## config.mk

```make
export PLATFORM = sky130hd
export DESIGN_NAME = hazard_stall_ctrl
export DESIGN_NICKNAME = d
export VERILOG_FILES = /design/src/rtl/hazard_stall_ctrl.sv
export SDC_FILE = /design/constraint.sdc
export NUM_CORES = 1
export LEC_CHECK = 0
export ABC_AREA = 1
export CAP_MARGIN = 30
export CORE_ASPECT_RATIO = 1.5
export CORE_UTILIZATION = 40
export DETAILED_ROUTE_END_ITERATION = 6
export PLACE_DENSITY = 0.68
export SYNTH_ARGS = -nofsm -noshare
export SYNTH_HDL_FRONTEND = slang
export SYNTH_SLANG_ARGS = --single-unit
```

## constraint.sdc

```tcl
create_clock -name clk_i -period 4.7 [get_ports clk_i]
set_clock_uncertainty 0.1 [all_clocks]
set_input_delay 0.47 -clock clk_i [delete_from_list [all_inputs] [get_ports clk_i]]
set_output_delay 0.47 -clock clk_i [all_outputs]
set_load 0.01 [all_outputs]
```

## src/rtl/hazard_stall_ctrl.sv

```systemverilog
// Purpose: load-use stall, taken-branch flush and data-memory freeze sequencer for the 5-stage core.
// Latency: controls are combinational from state + inputs (same cycle); state/counters update on clk_i.
// Backpressure: Dmem_busy freezes the whole pipeline (PC_Write/IF_ID_Write low, Pipe_Freeze high).
//
// Ports:
//   clk_i, rst_i                        clock (rising edge), async active-low reset
//   IF_ID_Rs_addr/IF_ID_Rt_addr         source registers of the instruction in ID
//   ID_uses_Rt                          ID instruction reads Rt as a source
//   ID_EX_Rt_addr/ID_EX_MemRead         destination and load flag of the instruction in EX
//   Branch_taken                        branch resolved taken in MEM
//   Dmem_busy                           data memory not ready
//   PC_Write, IF_ID_Write               write enables (1 = advance)
//   ID_EX_Bubble                        zero ID/EX control fields
//   IF_ID_Flush/ID_EX_Flush/EX_Mem_Flush clear the named pipeline register
//   Pipe_Freeze                         hold every pipeline register
//   state_o                             0 RUN, 1 FLUSH, 2 MEM_WAIT
//   stall_cnt/flush_cnt                 saturating load-use stall / branch flush event counters
module hazard_stall_ctrl #(
    parameter int FLUSH_CYCLES = 1,
    parameter int CNT_W        = 16
) (
    input  logic             clk_i,
    input  logic             rst_i,
    input  logic [4:0]       IF_ID_Rs_addr,
    input  logic [4:0]       IF_ID_Rt_addr,
    input  logic             ID_uses_Rt,
    input  logic [4:0]       ID_EX_Rt_addr,
    input  logic             ID_EX_MemRead,
    input  logic             Branch_taken,
    input  logic             Dmem_busy,
    output logic             PC_Write,
    output logic             IF_ID_Write,
    output logic             ID_EX_Bubble,
    output logic             IF_ID_Flush,
    output logic             ID_EX_Flush,
    output logic             EX_Mem_Flush,
    output logic             Pipe_Freeze,
    output logic [1:0]       state_o,
    output logic [CNT_W-1:0] stall_cnt,
    output logic [CNT_W-1:0] flush_cnt
);

    typedef enum logic [1:0] {
        RUN      = 2'd0,
        FLUSH    = 2'd1,
        MEM_WAIT = 2'd2
    } state_t;

    // Remaining FLUSH cycles after the branch cycle itself: at most FLUSH_CYCLES-1.
    localparam int FW = (FLUSH_CYCLES > 1) ? $clog2(FLUSH_CYCLES) : 1;

    state_t          state;
    state_t          state_nxt;
    logic [FW-1:0]   fcnt;
    logic [FW-1:0]   fcnt_nxt;
    logic            stall_inc;
    logic            flush_inc;
    logic            load_use;

    // $0 is never a real dependency, so a load into $0 cannot cause a hazard.
    assign load_use = ID_EX_MemRead && (ID_EX_Rt_addr != 5'd0) &&
                      ((ID_EX_Rt_addr == IF_ID_Rs_addr) ||
                       (ID_uses_Rt && (ID_EX_Rt_addr == IF_ID_Rt_addr)));

    always_comb begin
        PC_Write     = 1'b1;
        IF_ID_Write  = 1'b1;
        ID_EX_Bubble = 1'b0;
        IF_ID_Flush  = 1'b0;
        ID_EX_Flush  = 1'b0;
        EX_Mem_Flush = 1'b0;
        Pipe_Freeze  = 1'b0;
        state_nxt    = state;
        fcnt_nxt     = fcnt;
        stall_inc    = 1'b0;
        flush_inc    = 1'b0;

        // Outputs are gated by reset so the pipeline sees plain defaults while reset is held,
        // regardless of what the (still live) hazard inputs are doing.
        if (rst_i) begin
            case (state)
                // MEM_WAIT resumes with RUN rules in the very cycle Dmem_busy drops, so a branch or
                // load-use held during the wait is acted on without an extra cycle.
                RUN, MEM_WAIT: begin
                    if (Dmem_busy) begin
                        Pipe_Freeze = 1'b1;
                        PC_Write    = 1'b0;
                        IF_ID_Write = 1'b0;
                        state_nxt   = MEM_WAIT;
                    end else if (Branch_taken) begin
                        IF_ID_Flush  = 1'b1;
                        ID_EX_Flush  = 1'b1;
                        EX_Mem_Flush = 1'b1;
                        flush_inc    = 1'b1;
                        if (FLUSH_CYCLES > 1) begin
                            fcnt_nxt  = FW'(FLUSH_CYCLES - 1);
                            state_nxt = FLUSH;
                        end else begin
                            state_nxt = RUN;
                        end
                    end else if (load_use) begin
                        // The bubble clears ID_EX_MemRead next cycle, so this self-limits to one cycle.
                        PC_Write     = 1'b0;
                        IF_ID_Write  = 1'b0;
                        ID_EX_Bubble = 1'b1;
                        stall_inc    = 1'b1;
                        state_nxt    = RUN;
                    end else begin
                        state_nxt = RUN;
                    end
                end
                FLUSH: begin
                    if (Dmem_busy) begin
                        // Flush progress pauses with the rest of the pipeline.
                        Pipe_Freeze = 1'b1;
                        PC_Write    = 1'b0;
                        IF_ID_Write = 1'b0;
                    end else begin
                        IF_ID_Flush = 1'b1;
                        ID_EX_Flush = 1'b1;
                        fcnt_nxt    = fcnt - FW'(1);
                        if (fcnt == FW'(1)) begin
                            state_nxt = RUN;
                        end
                    end
                end
                default: begin
                    state_nxt = RUN;
                end
            endcase
        end
    end

    always_ff @(posedge clk_i or negedge rst_i) begin
        if (!rst_i) begin
            state     <= RUN;
            fcnt      <= '0;
            stall_cnt <= '0;
            flush_cnt <= '0;
        end else begin
            state <= state_nxt;
            fcnt  <= fcnt_nxt;
            if (stall_inc && (stall_cnt != {CNT_W{1'b1}})) begin
                stall_cnt <= stall_cnt + CNT_W'(1);
            end
            if (flush_inc && (flush_cnt != {CNT_W{1'b1}})) begin
                flush_cnt <= flush_cnt + CNT_W'(1);
            end
        end
    end

    assign state_o = state;

endmodule

```

==> impl_results.md <==
- Status: complete, no violations
- Io pins: 62
- Leading area contributor after synthesis: dfrtp_1
- Largest cells by area after synthesis: dfrtp_1 36%, nand2_1 18%, inv_1 6.6%
- Rows: 33
- Post-synthesis cell area: around 2300 um^2
- Dpl cell area: 2938 um^2
- Crit start category: primary input
- P_leak: 1.370 nW
- DR iter-0 viols: 114
- Total Wirelength: 5597 um
- Final hold viol count: 0
- Hold slack: 0.3847 ns
- Worst Hold Class: flip-flop to flip-flop
- RSZ-0062 raised after global routing: no
- Count leader, synth: nand2_1
- Synth warnings: 0
- Diode count: 0
- EDFF count, synth: 0
- Post_cts resized: 0
- CP max FO: 13
- PD cells: 265.0 nW/um^2
- GRT overflow: 0
- Post-synth top cells: 113 x nand2_1, 41 x inv_1, 33 x dfrtp_1
- Chip height: 95.40 um
- Synth async-reset ratio: 100.0%
- Final Wtd Congestion: about 0.86
- Initial antenna violation count: 0
- Core area: 5533 um^2
- PortBufs: 60
- Final Slew Violations: 0
- Clock latency on the worst-skew pair: 0.29 ns
- Die Wd: ~64 um
- Clock buffer depth: 2
- Largest net degree at the start of global routing: 36
- Vias in the first global route: 2152
- Routed len/inst: 12.17 um
- Yosys top cell area share: 35.50%
- ANT nets after route: 0
- Worst-path clk slew: 0.07 ns
- Hold-fix buffers at CTS: 0
- Fmax: roughly 320 MHz
- Via count: 2251
- Die footprint: ~6100 um^2
- Clock Sink Count: 33
- Fin crit period: 3.110 ns
- Mapped Avg Cell Area: between 7 and 8 um^2
- CTS tree: yes
- Synth Flop Type: dfrtp_1
- Max_cap viols: 0
- Fill cells: about 560
- H-tree Lvls: 2
- Layout cell share with drive strength beyond 1: 11.03%
- Count of unique library cells instantiated by Yosys: 34
- CTS Buf Count: 5
- Starting Density: 42.04%
- Synthesis-to-finish area growth: 30.02%
- Gr usage total: between 10% and 20%
- WHS Path Cells: 2
- Setup TNS: 0 ns
- Crit share post-route: 66.17%
- Critical Path Sink Type: output pin
- Syn_nets: 354
- Data required, critical path: 4.13 ns
- Post-layout nets: around 410
- Finished layout cell area: 3024 um^2
- Worst endpoint data arrival time: approximately 2.5 ns
- # setup viols final: 0
- Via density per instance: between 4 and 5
- First-pass GRT wire length: 9487 um
- CTS root buffer: clkbuf_8
- Peak VDD IR: 224.2 uV
- Mapped Cells: ~330
- Total setup buffers inserted after CTS: 0
- Sequential fraction of the synthesis area: roughly 36%
- R2R cell count: 7
- Synthesized flop and latch total: 33
- Kind of critical path: primary input to output pin
- Post-DP HPWL: 4197 um
- DR DRC count: 0
- Layout Utilization: 54.66%
- Drt first pass iters: 6
area by class of cell:
| type | count | area (um^2) | area share, % |
|---|---|---|---|
| Clock inverter | 3 | 17.52 | 0.5792 |
| Clock buffer | 5 | 68.82 | 2.276 |
| Multi-Input combinational cell | 234 | 1212 | 40.09 |
| Tap cell | 70 | 87.58 | 2.896 |
| Inverter | 54 | 203.9 | 6.744 |
| Sequential cell | 33 | 825.8 | 27.31 |
| Timing Repair Buffer | 61 | 608.1 | 20.11 |
stage by stage:
stage	cells	power (mW)	worst slack [ns]
after floorplan	331	0.4717	2.701
after global placement	452	0.5842	1.599
after detailed placement	452	0.5883	1.561
after CTS	460	0.8121	1.563
after global routing	460	0.8528	1.405
final	460	0.8013	1.590
power by group:
part / switching [mW] / leakage, nW / internal, mW / total [mW]
Clock: 0.115 / 0.0439 / 0.102 / 0.217
Sequential: 0.0445 / 0.430 / 0.316 / 0.361
Combinational: 0.113 / 0.896 / 0.110 / 0.223
Total: 0.272 / 1.37 / 0.529 / 0.801
kinds of logic after synthesis:
kind of cell / Yosys count / synth area share [%]
xor+xnor: 12 / 4.519
simple gates: 202 / 42.17
compound gates: 17 / 4.196
buf+inv: 64 / 12.37
fa+ha+maj: 2 / 1.076
other cells: 1 / 0.1612
flops: 33 / 35.50
worst max-delay path: stages:
cell and delay (ns):
clkdlybuf4s50_1 0.55, inv_2 0.04, nand2_1 0.05, nand2_1 0.05, nor2_1 0.10, nand3_1 0.08
nand2_2 0.24, nand3_4 0.16, clkinv_2 0.22, clkdlybuf4s50_1 0.58
worst paths after layout:
kind,from,slack (ns),end
hold reg to reg,state_o[1],0.38,state_o[1]
max in group asynchronous,rst_i,3.63,flush_cnt[0]
setup / recovery,ID_EX_Rt_addr[0],1.59,ID_EX_Bubble
setup reg to reg,flush_cnt[0],2.61,flush_cnt[0]
hold / removal,state_o[1],0.38,state_o[1]
min in group asynchronous,rst_i,0.54,stall_cnt[10]
state kept, by name (all words and copies together) (netlist names):
signal,count
flush_cnt,16
stall_cnt,16
state_o,1
layout by cell type, fill, tap and decap left out, types with 8 or more instances in the layout:
master,Yosys,routed
clkdlybuf4s50_1,0,60
dfrtp_1,33,33
inv_1,41,41
inv_2,10,10
nand2_1,113,113
nand3_1,12,12
nand3_2,10,10
nand4_1,19,19
nor2_1,26,26
o21ai_1,8,8
xor2_1,8,8
metal layers:
| layer | global-route usage [%] | up-vias | wire length, um |
|---|---|---|---|
| li1 | - | 1157 | - |
| met1 | 21.59 | 1046 | 2326 |
| met2 | 37.72 | 41 | 2990 |
| met3 | 3.828 | 7 | 193 |
| met4 | 7.222 | 0 | 85 |
| met5 | 0 | - | 0 |
(Power assumes the default switching activity.)
==> RTL change 1, RTL diff (same settings) <==
Put one more register stage on the output `flush_cnt`, with the module's reset. The value now appears one clock later. The other outputs are not delayed to match.
--- a/src/rtl/hazard_stall_ctrl.sv
+++ b/src/rtl/hazard_stall_ctrl.sv
@@ -49,4 +49,6 @@
     // Remaining FLUSH cycles after the branch cycle itself: at most FLUSH_CYCLES-1.
     localparam int FW = (FLUSH_CYCLES > 1) ? $clog2(FLUSH_CYCLES) : 1;
+
+    logic [CNT_W-1:0] flush_cnt_s0;
 
     state_t          state;
@@ -137,5 +139,5 @@
             fcnt      <= '0;
             stall_cnt <= '0;
-            flush_cnt <= '0;
+            flush_cnt_s0 <= '0;
         end else begin
             state <= state_nxt;
@@ -144,6 +146,6 @@
                 stall_cnt <= stall_cnt + CNT_W'(1);
             end
-            if (flush_inc && (flush_cnt != {CNT_W{1'b1}})) begin
-                flush_cnt <= flush_cnt + CNT_W'(1);
+            if (flush_inc && (flush_cnt_s0 != {CNT_W{1'b1}})) begin
+                flush_cnt_s0 <= flush_cnt_s0 + CNT_W'(1);
             end
         end
@@ -152,4 +154,12 @@
     assign state_o = state;
 
+    always_ff @(posedge clk_i or negedge rst_i) begin
+        if (!rst_i) begin
+            flush_cnt <= '0;
+        end else begin
+            flush_cnt <= flush_cnt_s0;
+        end
+    end
+
 endmodule
 
Function: changed (Yosys sat finds a counterexample within 4 cycles, from zero or initial values and one cycle with rst_i low).
==> RTL change 1 against the original RTL <==
Final area up 5.7%; worst setup slack better by 110 ps; clock power up 23%; sequential power up 36%; critical path type unchanged; via count down 9.2%; power up 12%; area after synthesis up 6.5%; largest power group unchanged; wire length down 13%; sequential cell count up 16.
==> RTL change 1: results (changes against the original RTL) <==
| Metric | Value |
|---|---|
| Start of the worst register-to-register path | `flush_cnt_s0[0]` |
| Clock transition at path regs | `100 ps (+30 ps)` |
| Pin count of the biggest net entering global routing | `52 (+44%)` |
| 1st-pass router iterations | `4 (-2)` |
| Wire length of the first global-routing pass | `8.54 mm (-10%)` |
| Starting utilization of the core area | `42.2% (+0.14 points)` |
| Static Leak | `1.53 nW (+11%)` |
| Fraction of layout cells with a size suffix above 1 | `7.63% (-3.4 points)` |
| Reg2reg setup slack | `2820 ps (+210 ps)` |
| Met3 Wirelength | `148 um (-23%)` |
| HPWL after DPL | `3.76 mm (-10%)` |
| Global Route met2 Usage | `30.9% (-6.8 points)` |
| Total global routing track utilization | `17.0% (-2.9 points)` |
| Worst-Skew Late Latency | `310 ps (+20 ps)` |
| Worst EP arrival | `2430 ps (-110 ps)` |
| Placer's final routability congestion estimate | `0.805 (-6.4%)` |
| Nets@finish | `389 (-5.6%)` |
| Net count after synthesis | `329 (-7.1%)` |
| Int Power | `0.646 mW (+22%)` |
| Status | `complete, no violations` |
| Global routing usage on met3 | `3.74% (-0.089 points)` |
| Capture instance of the worst register-to-register path | `flush_cnt_s0[14]` |
| Area post-placement | `0.00310 mm2 (+5.5%)` |
| Most used standard cells in the synthesized netlist | `92 x nand2_1, 49 x dfrtp_1, 40 x nor2_1, 38 x inv_1, 15 x o21ai_1` |
| Vias in the first global route | `1,967 (-8.6%)` |
| Highest ir drop seen on vdd | `0.207 mV (-7.8%)` |
| GR Util met1 | `18.7% (-2.9 points)` |
| Delay contributed by the slowest stage of the critical path | `550 ps (-30 ps)` |
-- RTL change 1: stage by stage --
stage | cells | setup slack (ps) | utilization (%)
floorplan | 306 | 2870 | -
global placement | 431 | 1730 | 52.8
detailed placement | 431 | 1680 | 52.8
CTS | 439 | 1680 | 54.4
global route | 439 | 1500 | 54.4
finish | 439 | 1700 | 54.4
-- RTL change 1: worst max path at each step --
stage	from	to	slack, ps	cells after the start
final	ID_EX_Rt_addr[4]	ID_EX_Bubble	1700	10
after global routing	ID_EX_Rt_addr[0]	ID_EX_Bubble	1500	8
after CTS	ID_EX_Rt_addr[0]	ID_EX_Bubble	1680	8
after detailed placement	ID_EX_Rt_addr[0]	ID_EX_Bubble	1680	8
after global placement	ID_EX_Rt_addr[0]	ID_EX_Bubble	1730	10
after floorplan	ID_EX_Rt_addr[2]	PC_Write	2870	8
-- RTL change 1: power groups by stage --
stage          Sequential, mW  Combinational [mW]  Clock [mW]
2_1_floorplan           0.500              0.0492           0
3_3_place_gp            0.497               0.136           0
3_5_place_dp            0.498               0.139           0
4_1_cts                 0.490               0.140       0.278
5_1_grt                 0.495               0.153       0.296
6_report                0.490               0.137       0.267
-- RTL change 1: final cells by class --
cell class / count / share of cell area (%)
clock buffer: 5 / 2.15
sequential: 49 / 38.4
timing repair buffer: 61 / 18.9
tap: 72 / 2.82
clock inverter: 3 / 0.901
multi-input combinational: 206 / 31.8
inverter: 43 / 5.05
-- RTL change 1: kinds of logic after synthesis --
group | share of synthesized area (%)
flops | 49.5
buf+inv | 9.40
simple gates | 31.0
compound gates | 3.28
fa+ha+maj | 1.01
other cells | 0.151
xor+xnor | 5.66
==> RTL change 2, RTL diff (same settings) <==
Without the edit above. Set the parameter `CNT_W` to 12 (it was 16).
--- a/src/rtl/hazard_stall_ctrl.sv
+++ b/src/rtl/hazard_stall_ctrl.sv
@@ -18,5 +18,5 @@
 module hazard_stall_ctrl #(
     parameter int FLUSH_CYCLES = 1,
-    parameter int CNT_W        = 16
+    parameter int CNT_W        = 12
 ) (
     input  logic             clk_i,
Interface: changed (resized flush_cnt and stall_cnt); port bits go from 62 to 54. The function was not compared with the original's and may differ.
==> RTL change 2 against the original RTL <==
Area after synthesis decreased by 26%; sequential cell count decreased by 8; wire length decreased by 31%; worst hold slack improved by 18 ps; worst setup slack got worse by 120 ps; final area decreased by 24%; power decreased by 25%; critical path type unchanged; largest cell class unchanged.
==> RTL change 2: results (changes against the original RTL) <==
| Metric | Value |
|---|---|
| Highest ir drop seen on vdd | `0.170 mV (-24%)` |
| Pin count of the biggest net entering global routing | `28 (-22%)` |
| Initial antenna violation count | `0 (unchanged)` |
| Vias per inst | `4.81 (-1.6%)` |
| Wire length of the first global-routing pass | `6.44 mm (-32%)` |
| Fraction of layout cells with a size suffix above 1 | `5.26% (-5.8 points)` |
| Count of unique library cells instantiated by Yosys | `26 (-24%)` |
| Int Power | `0.397 mW (-25%)` |
| Static Leak | `1.14 nW (-17%)` |
| WL/cell | `11.1 um (-9.1%)` |
| Total global routing track utilization | `17.8% (-2.1 points)` |
| Port buffer count | `52 (-13%)` |
| Number of DRC markers in iteration 0 | `53 (-54%)` |
| Status | `complete, no violations` |
| Worst EP arrival | `2660 ps (+120 ps)` |
| Share of the yosys chip area belonging to registers | `36.3% (+0.81 points)` |
| 1st-pass router iterations | `4 (-2)` |
| Dominant synthesized flop cell | `dfrtp_1` |
| Complex-gate fraction of the synthesized area | `1.67% (-2.5 points)` |
| Vias post-DR | `1,680 (-25%)` |
| Nets@finish | `328 (-20%)` |
| Arithmetic-cell share of the synthesized area counting full adders, half adders and majority gates | `1.45% (+0.38 points)` |
| Cell count after synthesis | `255 (-23%)` |
| Parity-gate share of the synthesized area counting xor and xnor cells | `6.61% (+2.1 points)` |
| Net count after synthesis | `278 (-21%)` |
| Placer's final routability congestion estimate | `0.834 (-3.1%)` |
| Top post-synthesis cells by area | `dfrtp_1 36%, nand2_1 18%, inv_1 9.4%, nand3_1 6.4%, nor2_1 5.2%` |
| Number of levels the H-tree was split into | `1 (-1)` |
| TritonCTS buffer count | `3 (-2)` |
| Vias in the first global route | `1,522 (-29%)` |
| HPWL after DPL | `3.00 mm (-29%)` |
| Most used standard cells in the synthesized netlist | `82 x nand2_1, 43 x inv_1, 25 x dfrtp_1, 24 x nor2_1, 22 x nand3_1` |
| Clock transition at path regs | `90 ps (+20 ps)` |
RTL change 2: cell types whose count changed after synthesis, moves of 7 or more:
cell | unedited run | this run
nand4_1 | 19 | 12
inv_2 | 10 | 2
nand3_1 | 12 | 22
nand2_1 | 113 | 82
dfrtp_1 | 33 | 25
nand3_2 | 10 | 1
RTL change 2: cell type report:
| cell class | instances | area, um2 |
|---|---|---|
| Tap cell | 45 | 56.3 |
| Multi-Input combinational cell | 177 | 875 |
| Inverter | 45 | 169 |
| Clock buffer | 3 | 41.3 |
| Clock inverter | 1 | 7.51 |
| Timing Repair Buffer | 53 | 528 |
| Sequential cell | 25 | 626 |
| Fill cell | 396 | 1730 |
RTL change 2: metrics by stage:
stage                     utilization (%)  hold slack, ps  power [mW]  instance area [um2]  worst slack [ps]
after CTS                            57.1             405       0.603                 2300              1460
after detailed placement             55.9             372       0.466                 2250              1460
after global placement               55.9             374       0.463                 2250              1510
final                                57.1             403       0.598                 2300              1470
after global routing                 57.1             434       0.637                 2300              1240
after floorplan                         -            74.4       0.366                 1720              2700
RTL change 2: cells by family (layout without fill, tap and decap cells):
logic type	Yosys count	in the layout
and+or+nand+nor	156	156
buffers and inverters	53	102
DFF	25	25
xor gates and xnor gates	13	13
AOI/OAI and AO/OA	5	5
adders and majority gates	2	2
other	1	1
RTL change 2: layer usage:
layer	up-vias	global-route usage, %	share of wire (%)
met4	0	10.3	3.1
met3	9	1.56	4.0
met1	743	21.0	44
li1	879	-	-
met2	49	31.8	49
met5	-	0	0
RTL change 2: worst max-delay path, cell delays in order:
cell	delay (ps)
clkdlybuf4s50_1	500
inv_1	80
nand2_1	60
nand2_1	50
nor2_1	130
nand3_1	80
nand2_1	320
nand2_1	160
nor2_4	240
clkdlybuf4s50_1	580
RTL change 2: path summary, 6_finish.rpt:
kind                                   from            end  slack (ps)  depth (start not counted)
min                              state_o[1]     state_o[1]         400                          2
min in group asynchronous             rst_i   stall_cnt[9]         560                          2
max                        ID_EX_Rt_addr[0]   ID_EX_Bubble        1470                         10
min reg2reg                      state_o[1]     state_o[1]         400                          2
max reg2reg                    stall_cnt[0]  stall_cnt[11]        2970                          9
max in group asynchronous             rst_i   stall_cnt[5]        3690                          2
RTL change 2: power groups by stage:
stage | clock (mW) | sequential, mW | combinational, mW
finish | 0.138 | 0.273 | 0.187
global route | 0.148 | 0.278 | 0.211
CTS | 0.140 | 0.274 | 0.190
detailed placement | 0 | 0.278 | 0.188
global placement | 0 | 0.277 | 0.186
floorplan | 0 | 0.285 | 0.0811
